`src/rtl/dcache_data_ctrl.sv`:
```
// dcache_data_ctrl
// Port sequencer and arbiter for the banked dcache data RAM. Each cycle one
// requester gets the RAM port. Refill beats win first, then writeback capture,
// then CPU accesses. Read data coming back from the RAM is steered to whoever
// issued the read.
//
// Ports
//   clk, rst            clock, asynchronous active-low reset
//   cpu_*               CPU load/store: the request is accepted on cpu_addr_ok,
//                       and cpu_data_ok follows one cycle later
//   rf_*                refill beats, one word per beat; rf_last ends a line
//   wb_*                writeback: wb_req captures a whole line, which is then
//                       streamed out with a valid/ready handshake
//   ram_*               banked RAM port (one word per bank, shared index)
//
// Writeback FSM
//   state   | meaning
//   WB_IDLE | no writeback; a wb_req can be granted
//   WB_CAP  | all-bank read data is returning and gets latched into wbuf
//   WB_OUT  | streaming wbuf[out_cnt]; the RAM port is free for others
module dcache_data_ctrl #(
   parameter int INDEX_W   = 8,
   parameter int OFFSET_W  = 5,
   parameter int NUM_BANKS = 1 << (OFFSET_W - 2)
) (
   input  logic                   clk,
   input  logic                   rst,
   input  logic                   cpu_req,
   input  logic                   cpu_wr,
   input  logic [3:0]             cpu_wstrb,
   input  logic [31:0]            cpu_addr,
   input  logic [31:0]            cpu_wdata,
   output logic                   cpu_addr_ok,
   output logic                   cpu_data_ok,
   output logic [31:0]            cpu_rdata,
   input  logic                   rf_valid,
   output logic                   rf_ready,
   input  logic [INDEX_W-1:0]     rf_index,
   input  logic [31:0]            rf_data,
   input  logic                   rf_last,
   input  logic                   wb_req,
   input  logic [INDEX_W-1:0]     wb_index,
   output logic                   wb_busy,
   output logic                   wb_valid,
   input  logic                   wb_ready,
   output logic [31:0]            wb_data,
   output logic                   wb_last,
   output logic [NUM_BANKS-1:0]   ram_en,
   output logic [4*NUM_BANKS-1:0] ram_wen,
   output logic [INDEX_W-1:0]     ram_addr,
   output logic [31:0]            ram_wdata,
   input  logic [32*NUM_BANKS-1:0] ram_rdata
);

   localparam int BANK_W = OFFSET_W - 2;
   localparam logic [BANK_W-1:0] BANK_ONE = BANK_W'(1);
   localparam logic [BANK_W-1:0] BANK_MAX = BANK_W'(NUM_BANKS - 1);
   localparam logic [BANK_W-1:0] BANK_PEN = BANK_W'(NUM_BANKS - 2);

   typedef enum logic [1:0] {WB_IDLE, WB_CAP, WB_OUT} wb_state_t;
   typedef enum logic [1:0] {RD_NONE, RD_CPU, RD_WB} rd_tag_t;

   wb_state_t          wb_state;
   rd_tag_t            rd_tag_q;
   logic [BANK_W-1:0]  rf_cnt;
   logic [BANK_W-1:0]  out_cnt;
   logic [BANK_W-1:0]  cpu_bank;
   logic [BANK_W-1:0]  cpu_bank_q;
   logic [INDEX_W-1:0] cpu_index;
   logic               rf_gnt;
   logic               wb_gnt;
   logic               cpu_gnt;
   logic               cpu_vld_q;
   logic [31:0]        wbuf [NUM_BANKS];
   logic               unused_addr_bits;

   assign cpu_bank  = cpu_addr[2 +: BANK_W];
   assign cpu_index = cpu_addr[OFFSET_W +: INDEX_W];
   assign unused_addr_bits = ^{cpu_addr[31:OFFSET_W+INDEX_W], cpu_addr[1:0]};

   // Grants are gated by rst so that the RAM port and the handshakes go quiet
   // as soon as reset is asserted, without waiting for a clock edge.
   assign rf_gnt  = rst & rf_valid;
   assign wb_gnt  = rst & ~rf_valid & wb_req & (wb_state == WB_IDLE);
   assign cpu_gnt = rst & cpu_req & ~rf_valid & ~wb_gnt;

   assign rf_ready    = rst;
   assign cpu_addr_ok = cpu_gnt;
   assign cpu_data_ok = cpu_vld_q;
   assign cpu_rdata   = (rd_tag_q == RD_CPU) ? ram_rdata[{cpu_bank_q, 5'b00000} +: 32] : '0;
   assign wb_data     = wb_valid ? wbuf[out_cnt] : '0;

   always_comb begin
      ram_en    = '0;
      ram_wen   = '0;
      ram_addr  = '0;
      ram_wdata = '0;
      if (rf_gnt) begin
         ram_en[rf_cnt]                 = 1'b1;
         ram_wen[{rf_cnt, 2'b00} +: 4]  = 4'hF;
         ram_addr                       = rf_index;
         ram_wdata                      = rf_data;
      end else if (wb_gnt) begin
         ram_en   = '1;
         ram_addr = wb_index;
      end else if (cpu_gnt) begin
         ram_en[cpu_bank] = 1'b1;
         ram_addr         = cpu_index;
         if (cpu_wr) begin
            ram_wen[{cpu_bank, 2'b00} +: 4] = cpu_wstrb;
            ram_wdata                       = cpu_wdata;
         end
      end
   end

   always_ff @(posedge clk or negedge rst) begin
      if (!rst) begin
         rf_cnt     <= '0;
         cpu_vld_q  <= 1'b0;
         cpu_bank_q <= '0;
         rd_tag_q   <= RD_NONE;
      end else begin
         // rf_last always realigns to bank 0, even if a beat was lost upstream
         if (rf_gnt) begin
            if (rf_last || rf_cnt == BANK_MAX)
               rf_cnt <= '0;
            else
               rf_cnt <= rf_cnt + BANK_ONE;
         end
         cpu_vld_q <= cpu_gnt;
         if (cpu_gnt)
            cpu_bank_q <= cpu_bank;
         if (wb_gnt)
            rd_tag_q <= RD_WB;
         else if (cpu_gnt && !cpu_wr)
            rd_tag_q <= RD_CPU;
         else
            rd_tag_q <= RD_NONE;
      end
   end

   always_ff @(posedge clk) begin
      if (rd_tag_q == RD_WB) begin
         for (int b = 0; b < NUM_BANKS; b++)
            wbuf[b] <= ram_rdata[b*32 +: 32];
      end
   end

   always_ff @(posedge clk or negedge rst) begin
      if (!rst) begin
         wb_state <= WB_IDLE;
         out_cnt  <= '0;
         wb_busy  <= 1'b0;
         wb_valid <= 1'b0;
         wb_last  <= 1'b0;
      end else begin
         case (wb_state)
            WB_IDLE: begin
               if (wb_gnt) begin
                  wb_state <= WB_CAP;
                  wb_busy  <= 1'b1;
               end
            end
            WB_CAP: begin
               out_cnt  <= '0;
               wb_valid <= 1'b1;
               wb_last  <= 1'b0;
               wb_state <= WB_OUT;
            end
            WB_OUT: begin
               if (wb_ready) begin
                  if (out_cnt == BANK_MAX) begin
                     wb_state <= WB_IDLE;
                     wb_busy  <= 1'b0;
                     wb_valid <= 1'b0;
                     wb_last  <= 1'b0;
                  end else begin
                     out_cnt <= out_cnt + BANK_ONE;
                     wb_last <= (out_cnt == BANK_PEN);
                  end
               end
            end
            default: wb_state <= WB_IDLE;
         endcase
      end
   end

endmodule

```
`config.mk`:
```
export PLATFORM = sky130hd
export DESIGN_NAME = dcache_data_ctrl
export DESIGN_NICKNAME = d
export VERILOG_FILES = /design/src/rtl/dcache_data_ctrl.sv
export SDC_FILE = /design/constraint.sdc
export NUM_CORES = 1
export LEC_CHECK = 0
export ABC_AREA = 1
export CORE_AREA = 4 4 204 206
export DETAILED_ROUTE_END_ITERATION = 10
export DIE_AREA = 0 0 208 210
export GPL_TIMING_DRIVEN = 0
export PLACE_DENSITY = 0.76
export SLEW_MARGIN = 0
export SYNTH_ARGS = -nofsm -noshare
export SYNTH_HDL_FRONTEND = slang
export SYNTH_SLANG_ARGS = --single-unit
```
`constraint.sdc`:
```
create_clock -name clk -period 14.2 [get_ports clk]
set_input_delay 4.26 -clock clk [delete_from_list [all_inputs] [get_ports clk]]
set_output_delay 4.26 -clock clk [all_outputs]
set_load 0.01 [all_outputs]
```
==> results.sh <==
export IMPL_outcome="completed"
export IMPL_sinks_on_the_clock_net=273
export IMPL_power_share_combinational=0.461
export IMPL_cpMaxStageDelayCell="sky130_fd_sc_hd__clkdlybuf4s50_1"
export IMPL_grt_ovfl_total=0
export IMPL_clock_power_share=0.236
export IMPL_timing_hold_worst_path_depth=2
export IMPL_die_height_um=210
export IMPL_drt_first_pass_iters=6
export IMPL_timing_critical_path_from_type="primary input"
export IMPL_global_route_usage_met3=0.0871
export IMPL_dp_hpwl_um=56000
export IMPL_layout_setup_ws_ns=2.68
export IMPL_synthesized_net_count=2739
export IMPL_max_clock_path_buffers=3
export IMPL_finalClockSkew_ns=0.0153
export IMPL_netlist_area_um2=16800
export IMPL_postCtsResizedCells=0
export IMPL_final_min_period_over_clock_period=0.811
export IMPL_num_fill_cells=3534
export IMPL_timing_critical_path_slowest_cell_delay_ns=0.95
export IMPL_whs_ns=0.515
export IMPL_synthDominantCellAreaShare=0.456
export IMPL_core_region_area_um2=39600
export IMPL_via_count_of_the_first_global_routing_pass=17624
export IMPL_worst_slew_pin_slew_ns=1.01
export IMPL_synth_flop_cell="sky130_fd_sc_hd__edfxtp_1"
export IMPL_final_max_slew_viol_count=0
export IMPL_total_length_of_routed_wires_um=73200
export IMPL_peakVddDrop_mv=0.0948
export IMPL_synth_lib_cells_used_distinct=30
export IMPL_area_after_dpl_um2=22800
export IMPL_initial_util=0.425
export IMPL_fp_dieArea_um2=43700
export IMPL_worstRegToRegCells=4
export IMPL_number_of_buffers_added_by_the_clock_tree_synthesis_step=29
export IMPL_internal_power_mw=1.81
export IMPL_routabilityCongestion=0.937
export IMPL_average_wire_length_per_cell_after_detail_routing_um=21.1
export IMPL_setup_worst_path_class="primary input to output pin"
export IMPL_boundaryPins=530
export IMPL_htree_levels=1
export IMPL_grt_pass1_wl_um=106000
export IMPL_cts_hold_repair_buffers=0
export IMPL_avgSynthCellArea_um2=7.18
export IMPL_cts_reportedPaths_clkPinSlew_ns=0.06
export IMPL_antenna_left=0
export IMPL_routed_via_count=17781
export IMPL_seqCellArea_um2=8110
export IMPL_netlist_top_cell_by_area="sky130_fd_sc_hd__edfxtp_1"
export IMPL_place_port_buffers=507
export IMPL_global_route_peak_usage_layer="met2"
export IMPL_clock_tree_root_cell="sky130_fd_sc_hd__clkbuf_16"
export IMPL_clkLatencyLatePin_ns=0.57
export IMPL_synth_seq_area_share=0.481
export IMPL_leakagePower_nw=11.4
export IMPL_async_flop_share=0.0623
export IMPL_antenna_violations_before_repair=39
export IMPL_period_needed_ns=11.52
export IMPL_postLayoutCellArea_um2=23700
export IMPL_grt_use_met2=0.586
export IMPL_hold_path_class="flip-flop to flip-flop"
export IMPL_layout_nets=3285
export IMPL_final_instance_count_without_filler_cells=3467
export IMPL_die_x_um=208
export IMPL_rows=73
export IMPL_unrepaired_setup_endpoints_after_global_routing="no"
export IMPL_final_layout_size_suffix_gt1_frac=0.0521
export IMPL_critical_path_max_fanout=21
export IMPL_crit_chain="clkdlybuf4s50_1 > nand2_2 > inv_2 > nor2_1 > nand3_1 > nand2_1 > clkdlybuf4s50_1"
export IMPL_ys_warnings_count=0
export IMPL_worst_endpoint_required_ns=9.94
export IMPL_final_setup_viol_count=0
export IMPL_p_seq_frac=0.303
export IMPL_switching_share=0.410
export IMPL_global_route_usage_met1=0.348
export IMPL_report_final_hold_viol_count=0
export IMPL_power_per_cell_area_nw_per_um2=129
export IMPL_grt_start_max_net_pins=36
export IMPL_tritoncts_clock_tree="yes"
export IMPL_end_kind="output pin"
export IMPL_cap_violations=0
export IMPL_dp_cells=3387
export IMPL_synth_enable_flop_cells=256
export IMPL_synth_seq_cells=273
export IMPL_max_slew_margin_rel=0.324
export IMPL_most_common_cell_on_crit_path="sky130_fd_sc_hd__clkdlybuf4s50_1"
export IMPL_multi_input_area_um2=6020
export IMPL_post_route_setup_tns_ns=0
export IMPL_drc=0
export IMPL_layout_commonest_cell="sky130_fd_sc_hd__nand2_1"
export IMPL_drt_iter0_drc=1837
export IMPL_syn_inst=2347
export IMPL_globalRouteTotalUtil=0.318
export IMPL_synth_top_cells_by_area="sky130_fd_sc_hd__edfxtp_1, sky130_fd_sc_hd__nand2_1, sky130_fd_sc_hd__inv_1"
export IMPL_layout_common_cells="sky130_fd_sc_hd__nand2_1, sky130_fd_sc_hd__inv_1, sky130_fd_sc_hd__clkdlybuf4s50_1, sky130_fd_sc_hd__nand3_1, sky130_fd_sc_hd__edfxtp_1"
export IMPL_preCtsSetupSlack_ns=2.62
export IMPL_cp_arrival_ns=7.26
export IMPL_viasPerCell=5.13
export IMPL_switching_power_of_the_nets_mw=1.26
export IMPL_postCtsSetupBuffers=0
export IMPL_clock_fmax_mhz=86.8
export IMPL_signed_area_change_from_the_synthesized_netlist_to_the_final_layout_pct=40.6
==> worst paths after layout <==
path | startpoint | to | slack, ns
max | rst | ram_wen[1] | 2.68
min | wb_last | wb_last | 0.51
max reg2reg | rd_tag_q[0] | wbuf[3][13] | 12.11
min reg2reg | wb_last | wb_last | 0.51
max in group asynchronous | rst | wb_valid | 9.32
min in group asynchronous | rst | cpu_bank_q[2] | 4.26
==> cells by family (layout without fill, tap and decap cells) <==
logic type | Yosys count | after routing | share of synthesized area
AOI/OAI and AO/OA | 45 | 45 | 0.0138
buffers and inverters | 664 | 1232 | 0.162
DFF | 273 | 273 | 0.481
other | 0 | 27 | 0
and+or+nand+nor | 1353 | 1353 | 0.334
adders and majority gates | 12 | 12 | 0.00891
==> area by class of cell <==
type,instances,share of cell area
sequential,273,0.342
antenna,27,0.00285
inverter,543,0.0861
clock buffer,39,0.0326
tap,525,0.0277
clock inverter,14,0.00422
multi-input combinational,1410,0.254
buffer,121,0.0288
timing repair buffer,515,0.221
==> Yosys cell counts (3+ instances only) <==
| cell | number |
|---|---|
| sky130_fd_sc_hd__nand2_1 | 792 |
| sky130_fd_sc_hd__inv_1 | 535 |
| sky130_fd_sc_hd__nand3_1 | 384 |
| sky130_fd_sc_hd__edfxtp_1 | 256 |
| sky130_fd_sc_hd__nor2_1 | 160 |
| sky130_fd_sc_hd__buf_2 | 60 |
| sky130_fd_sc_hd__o21ai_0 | 38 |
| sky130_fd_sc_hd__clkbuf_1 | 28 |
| sky130_fd_sc_hd__buf_6 | 18 |
| sky130_fd_sc_hd__dfrtp_1 | 17 |
| sky130_fd_sc_hd__ha_1 | 12 |
| sky130_fd_sc_hd__buf_1 | 10 |
| sky130_fd_sc_hd__inv_2 | 6 |
| sky130_fd_sc_hd__buf_4 | 5 |
| sky130_fd_sc_hd__nand4_1 | 4 |
| sky130_fd_sc_hd__nand2_2 | 3 |
| sky130_fd_sc_hd__nor3_1 | 3 |
==> state kept, by name, summed over array words and instances (netlist names) <==
| signal | cells |
|---|---|
| wbuf | 256 |
| cpu_bank_q | 3 |
| out_cnt | 3 |
| rf_cnt | 3 |
| rd_tag_q | 2 |
| wb_state | 2 |
| cpu_data_ok | 1 |
| wb_busy | 1 |
| wb_last | 1 |
| wb_valid | 1 |
==> power by group through the flow <==
stage,registers (mW),logic (mW),clock network (mW)
2_1_floorplan,0.950,0.775,0
3_3_place_gp,0.955,1.36,0
3_5_place_dp,0.944,1.39,0
4_1_cts,0.927,1.40,0.725
5_1_grt,0.930,1.52,0.755
6_report,0.927,1.41,0.723
==> stage by stage <==
| step | util | total power [mW] |
|---|---|---|
| 3_5_place_dp | 0.574 | 2.33 |
| 5_1_grt | 0.597 | 3.21 |
| 2_1_floorplan | - | 1.73 |
| 6_report | 0.598 | 3.06 |
| 3_3_place_gp | 0.570 | 2.32 |
| 4_1_cts | 0.596 | 3.05 |
==> worst max-delay path, delay by kind of cell <==
| kind | cells | cell delay, ns |
|---|---|---|
| AND/OR/NAND/NOR | 4 | 1.32 |
| buffers and inverters | 3 | 1.65 |
==> routing by layer <==
| metal | routed length, um | part of all wire |
|---|---|---|
| met5 | 161 | 0.0022 |
| met2 | 37200 | 0.51 |
| met1 | 25000 | 0.34 |
| met4 | 3040 | 0.042 |
| met3 | 7720 | 0.11 |
No activity file was read; power rests on OpenSTA's default activity.
